$ cat src/rtl/prio_irq.sv
`default_nettype none
// +----------------------------------------------------------------------------+
// | Module  : prio_irq                                                         |
// | Brief   : Registered priority interrupt controller, edge/level per line,   |
// |           masked pending register and req/ack vector handshake.            |
// | Revision: 1.0                                                              |
// +----------------------------------------------------------------------------+
module prio_irq #(
    parameter int                    WIDTH = 4,
    parameter logic [(1<<WIDTH)-1:0] EDGE  = '1
) (
    input  logic                    clk,
    input  logic                    reset,
    input  logic [(1<<WIDTH)-1:0]   irq,
    input  logic                    mask_wr,
    input  logic [(1<<WIDTH)-1:0]   mask_din,
    output logic [(1<<WIDTH)-1:0]   mask,
    output logic [(1<<WIDTH)-1:0]   pending,
    output logic                    req,
    output logic [WIDTH-1:0]        vector,
    input  logic                    ack
);

    localparam int N = 1 << WIDTH;

    logic [N-1:0]     r_prev_q;
    logic [N-1:0]     r_pending_q;
    logic [N-1:0]     w_pending_d;
    logic [N-1:0]     r_mask_q;
    logic [N-1:0]     w_mask_d;
    logic             r_req_q;
    logic             w_req_d;
    logic [WIDTH-1:0] r_vector_q;
    logic [WIDTH-1:0] w_vector_d;
    logic [N-1:0]     w_eff;
    logic [WIDTH-1:0] w_sel;
    logic             w_accept;

    assign w_accept = r_req_q & ack;

    // A fresh rising edge wins over the ack-clear so no edge is ever lost.
    always_comb begin
        w_pending_d = r_pending_q;
        for (int i = 0; i < N; i++) begin
            if (EDGE[i]) begin
                w_pending_d[i] = (irq[i] & ~r_prev_q[i])
                               | (r_pending_q[i] & ~(w_accept & (r_vector_q == WIDTH'(i))));
            end else begin
                w_pending_d[i] = irq[i];
            end
        end
    end

    always_comb begin
        w_eff = r_pending_q & r_mask_q;
        w_sel = '0;
        for (int i = 0; i < N; i++) begin
            if (w_eff[i]) begin
                w_sel = WIDTH'(i);
            end
        end
    end

    assign w_mask_d = mask_wr ? mask_din : r_mask_q;

    // After an accept, req idles one cycle so the next pick sees updated pending.
    always_comb begin
        w_req_d    = r_req_q;
        w_vector_d = r_vector_q;
        if (w_accept) begin
            w_req_d = 1'b0;
        end else if (!r_req_q) begin
            w_req_d    = |w_eff;
            w_vector_d = w_sel;
        end
    end

    always_ff @(posedge clk) begin
        r_prev_q <= irq;
        if (reset) begin
            r_pending_q <= '0;
            r_mask_q    <= '0;
            r_req_q     <= 1'b0;
            r_vector_q  <= '0;
        end else begin
            r_pending_q <= w_pending_d;
            r_mask_q    <= w_mask_d;
            r_req_q     <= w_req_d;
            r_vector_q  <= w_vector_d;
        end
    end

    assign mask    = r_mask_q;
    assign pending = r_pending_q;
    assign req     = r_req_q;
    assign vector  = r_vector_q;

endmodule
`default_nettype wire

$ cat config.mk
export PLATFORM = sky130hd
export DESIGN_NAME = prio_irq
export DESIGN_NICKNAME = d
export VERILOG_FILES = /design/src/rtl/prio_irq.sv
export SDC_FILE = /design/constraint.sdc
export NUM_CORES = 1
export LEC_CHECK = 0
export CORE_MARGIN = 2
export CORE_UTILIZATION = 30
export DETAILED_ROUTE_END_ITERATION = 8
export PLACE_DENSITY = 0.69
export SLEW_MARGIN = 10
export SYNTH_ARGS = -nofsm -noshare
export SYNTH_HDL_FRONTEND = slang
export SYNTH_SLANG_ARGS = --single-unit
$ cat constraint.sdc
create_clock -name clk -period 2.12 [get_ports clk]
set_clock_uncertainty 0.2 [all_clocks]
set_input_delay 0.318 -clock clk [delete_from_list [all_inputs] [get_ports clk]]
set_output_delay 0.318 -clock clk [all_outputs]
set_load 0.05 [all_outputs]
==> results of run 1 <==
[power breakdown]
part / internal, mW / switching [mW] / leakage (nW) / total (mW)
Clock: 0.235 / 0.332 / 0.0445 / 0.566
Sequential: 1.07 / 0.0804 / 0.441 / 1.15
Combinational: 0.221 / 0.322 / 0.659 / 0.543
[routing by layer]
layer	GRT usage, %	share of wire [%]	wire length [um]	vias to the layer above
li1	-	-	-	844
met2	21.4	46	2340	49
met3	4.47	6.8	343	9
met5	0	0	0	-
met4	6.78	1.8	93	0
met1	17.3	45	2260	787
[cell type report]
| class | instances | area [sq um] | share of cell area (%) |
|---|---|---|---|
| Multi-Input combinational cell | 135 | 867 | 30.6 |
| Inverter | 1 | 3.75 | 0.133 |
| Clock inverter | 3 | 21.3 | 0.751 |
| Clock buffer | 5 | 68.8 | 2.43 |
| Sequential cell | 53 | 1060 | 37.5 |
| Timing Repair Buffer | 75 | 713 | 25.2 |
| Tap cell | 77 | 96.3 | 3.40 |
[cell families after synthesis]
group	after synthesis	share of synthesized area, %
buffers and inverters	7	2.10
AND/OR/NAND/NOR	64	16.8
multiplexers	16	8.13
AO/OA/AOI/OAI	55	19.1
flip-flops	53	53.9
[through the flow]
stage / worst slack, ps / total power [mW] / util, %
after floorplan: 385 / 1.50 / -
after global placement: 313 / 1.71 / 43.1
after detailed placement: 304 / 1.71 / 43.1
after CTS: 6.60 / 2.29 / 44.5
after global routing: 4.58 / 2.36 / 44.6
final: 46.4 / 2.26 / 44.6
[Yosys cell counts, types with 3 or more instances]
master,count
nand2_1,11
a22o_1,3
o21ai_0,5
clkbuf_1,3
a22oi_1,3
dfxtp_1,53
mux2i_1,16
a21oi_1,17
o21ai_1,12
a32oi_1,3
nand2b_1,18
nor2_1,20
nand3_1,3
[state kept, by name, indices dropped and copies added (netlist names)]
register	flops
vector	4
pending	16
mask	16
req	1
r_prev_q	16
[worst max-delay path by stage]
stage | endpoint | start | depth (start not counted) | slack, ps
after global placement | pending[10]$_SDFF_PP0_ | ack | 5 | 310
after CTS | mask[12] | mask[12]$_SDFFE_PP0P_ | 1 | 7
after global routing | mask[14] | mask[14]$_SDFFE_PP0P_ | 1 | 5
after floorplan | pending[12]$_SDFF_PP0_ | req$_SDFF_PP0_ | 4 | 380
after detailed placement | pending[10]$_SDFF_PP0_ | ack | 5 | 300
final | mask[11] | mask[11]$_SDFFE_PP0P_ | 1 | 50
==> flow_summary.toml, run 1 <==
[status]
status = "complete, no violations"

[timing]
fin_crit_sh_pct = 97.8
min_period_ps = 2070
fin_tns_setup_ps = 0
hold_violations = 0
rsz0062_at_grt = "false"
slew_headroom_pct = 64.6
worstMarginPinSlew_ps = 529
final_max_slew_viol_count = 0
fmax_mhz = 482
setup_viol = 0
hold_ws_ps = 277

[drt]
avgViaCountPerCell = 4.84
drc = 0
drt_iter0_drc = 116
ant_nets = 0
drtPass1Iterations = 5
drt-wirelength-per-cell_um = 14.4
via_count = 1689
wl_mm = 5.04

[final_layout]
area_delta_synth_final_pct = 43.8
fin_cells = 349
nFillCells = 610
layout.nets = 307
final_area_sq_um = 2830
layout-drive-gt1-share_pct = 13.2
final_common_cell = "clkdlybuf4s50_1"
n_antenna_cell = 0
final_cell_mix = "54 x clkdlybuf4s50_1, 53 x dfxtp_1, 20 x nor2_1, 18 x nand2b_1, 18 x buf_4"

[cts]
clkTransAtPathRegs_ps = 100
cts_post_setup_buffers_inserted = 0
worstSkewPairLatency_ps = 310
clock_path_buffers = 2
ctsResizeCount = 0
cts_hold_buf = 0
htreeDepth = 2
cts_buffers = 5
cts_tree = "yes"
cts_sinks = 53
cts-root-buf = "clkbuf_8"

[logic_synthesis]
ys_seq_area_share_pct = 53.9
synthTopCellsByArea = "dfxtp_1 54%, mux2i_1 8.1%, nand2b_1 5.7%"
syn_inst = 195
synth_nets = 231
ys_types = 37
synth-edff-count = 0
synth_area_leader_cell = "dfxtp_1"
synth_ff_type = "dfxtp_1"
syn-cell-area_sq_um = 1970
async_reset_ff_share_pct = 0
ys_ff_latch = 53
synth_top_area_share_pct = 53.9
synth_area_per_cell_sq_um = 10.1
yosys_warnings = 0

[global_route]
overflow = 0
grt_pass1_vias = 1667
grt_pass1_wl_mm = 7.89
track_usage_pct = 13.8
grt_antenna_before_repair = 0
grt_max_degree = 25

[placed_design]
place_area_sq_um = 2730
dpl.hpwl_mm = 3.87
place.gp.congestion = 0.867
io_buffers = 72
place_inst = 341

[critical_path]
worst-setup-path-type = "reg -> out"
r2r_cells = 4
r2r_slack_ps = 520
startpoint_type = "flip-flop"
crit_chain = "clkdlybuf4s50_1"
cpLargestDelayFamily = "buffers and inverters"
path_buf_inv = 1
r2r_start = "req$_SDFF_PP0_"
crit_arrival_ps = 1560
slowest_stage = "clkdlybuf4s50_1"
cp_max_fo = 5
crit_path_end_kind = "output port"
crit_required_ps = 1600
max_stage_delay_ps = 830
reg2reg_to = "pending[10]$_SDFF_PP0_"

[hold_path]
min-delay-start = "irq[4]"
hold_end = "r_prev_q[4]$_DFF_P_"
hold_path.class = "in -> reg"
hold_depth = 1

[power_and_ir_drop]
peakVddDrop_v = 0.000440
pwr_density_cell_nw_per_um2 = 797
p_leak_nw = 1.15

[die]
ioPinCount = 73
die_area_sq_um = 7230
die_h_um = 85.0
coreArea_sq_um = 6350
rows = 29
start_util_pct = 31.0
fp.dieW_um = 85.0

[job]
drv_cap = 0
Power figures use the tool's default switching activity.
==> run 2, diff against run 1 <==
- CORE_MARGIN: 2 -> 4
- DONT_BUFFER_PORTS: unset -> 1
- PLACE_DENSITY: 0.69 -> 0.55
==> run 2 against run 1 <==
Non-clock buffer count grew 8. Setup slack better by 280 ps. Die area up 9.6%. Via count decreased by 0.89%. Critical endpoint is now mask[12]$_SDFFE_PP0P_. First-iteration DRC count decreased by 63%. Final area up 2.0%. Combinational power is 2% higher. Clock power increased by 11%. Wire length is 9.3% higher. Sequential share of layout area down 0.75 points. Largest power group unchanged. Power grew 2.8%.
==> flow_summary.toml, run 2 (same netlist as run 1, synthesis figures left out) <==
[die]
fp.dieW_um = 89.0
start_util_pct = 31.0
die_area_sq_um = 7920
rows = 29
ioPinCount = 73
coreArea_sq_um = 6350
die_h_um = 89.0

[critical_path]
crit_chain = "mux2i_1 -> dlygate4sd3_1 -> nor2_1"
crit_start = "mask[12]$_SDFFE_PP0P_"
startpoint_type = "flip-flop"
crit_path_end_kind = "flip-flop"
worst-setup-path-type = "reg -> reg"
cp_max_fo = 4
crit_end = "mask[12]$_SDFFE_PP0P_"
r2r_cells = 3
reg2reg_to = "mask[12]$_SDFFE_PP0P_"
crit_arrival_ps = 1840
max_stage_delay_ps = 720
r2r_slack_ps = 330
crit_required_ps = 2170
slowest_stage = "dfxtp_1"
r2r_start = "mask[12]$_SDFFE_PP0P_"

[final_layout]
fin_util_pct = 45.5
layout-drive-gt1-share_pct = 18.9
layout.nets = 315
area_delta_synth_final_pct = 46.7
final_common_cell = "dfxtp_1"
fin_cells = 357
nFillCells = 606
n_antenna_cell = 0
final_cell_mix = "53 x dfxtp_1, 48 x dlygate4sd3_1, 34 x buf_4, 20 x nor2_1, 18 x nand2b_1"

[timing]
rsz0062_at_grt = "false"
fin_tns_setup_ps = 0
worstMarginPinSlew_ps = 613
slew_headroom_pct = 59.1
fin_crit_sh_pct = 84.5
final_max_slew_viol_count = 0
setup_viol = 0
min_period_ps = 1790
fmax_mhz = 558
hold_ws_ps = 59.6
hold_violations = 0

[placed_design]
io_buffers = 0
dpl.hpwl_mm = 3.96
place.gp.congestion = 0.850
place_inst = 300

[global_route]
grt_pass1_wl_mm = 8.98
track_usage_pct = 14.9
grt_pass1_vias = 1730
grt_antenna_before_repair = 0
overflow = 0
grt_max_degree = 38

[power_and_ir_drop]
p_total_mw = 2.32
peakVddDrop_v = 0.000345
pwr_density_cell_nw_per_um2 = 803
p_leak_nw = 1.17

[cts]
cts_tree = "yes"
cts-root-buf = "clkbuf_8"
cts_sinks = 53
worstSkewPairLatency_ps = 300
clock_path_buffers = 2
clkTransAtPathRegs_ps = 90
htreeDepth = 2
cts_buffers = 5

[drt]
drt_iter0_drc = 43
avgViaCountPerCell = 4.69
via_count = 1674
drtPass1Iterations = 4
ant_nets = 0
drt-wirelength-per-cell_um = 15.4
drc = 0
wl_mm = 5.51

[job]
drv_cap = 0

[status]
status = "complete, no violations"

[hold_path]
hold_path.class = "in -> reg"
min-delay-start = "reset"
[run 2: worst min-delay path by stage]
| stage | cells past startpoint | slack, ps | to |
|---|---|---|---|
| finish | 3 | 60 | vector[0]$_SDFFE_PP0P_ |
| detailed placement | 0 | 150 | r_prev_q[10]$_DFF_P_ |
| CTS | 2 | 6 | mask[3]$_SDFFE_PP0P_ |
| global placement | 0 | 150 | r_prev_q[11]$_DFF_P_ |
| floorplan | 0 | 150 | r_prev_q[0]$_DFF_P_ |
| global route | 2 | 90 | mask[11]$_SDFFE_PP0P_ |
[run 2: timing repair]
item / 4_1_cts / 5_1_grt
setup buffers: 0 / 0
hold endpoints to repair: 53 / 1
resized for setup: 0 / 0
hold buffers: 48 / 1
[run 2: critical path, delay by kind of cell, from the launching register on]
family | cells | cell delay, ps
DFF | 1 | 720
and+or+nand+nor | 1 | 90
muxes | 1 | 140
buffers and inverters | 1 | 580
[run 2: per-stage QoR]
stage               setup slack (ps)  instance area, sq um
floorplan                        385                  1970
global placement                 547                  2280
detailed placement               498                  2280
CTS                              334                  2880
global route                     240                  2890
finish                           328                  2890
[run 2: area by class of cell]
class                           count  area [sq um]  share of cell area (%)
Sequential cell                    53          1060                    36.7
Multi-Input combinational cell    135           867                    30.0
Timing Repair Buffer               83           756                    26.2
Clock buffer                        7          96.3                    3.33
Tap cell                           77          96.3                    3.33
Clock inverter                      1          8.76                   0.303
Inverter                            1          3.75                   0.130
[run 2: power by group]
group	leakage [nW]	switching, mW	total (mW)	internal [mW]
Sequential	0.441	0.0676	1.13	1.07
Clock	0.0549	0.328	0.630	0.302
Combinational	0.678	0.335	0.556	0.221
[run 2: layer usage]
metal  vias up  GRT usage (%)  part of all wire, %
li1        861              -                    -
met1       760           19.3                   45
met2        47           23.5                   46
met3         6           5.25                  7.6
met4         0           4.06                  1.1
met5         -              0                    0
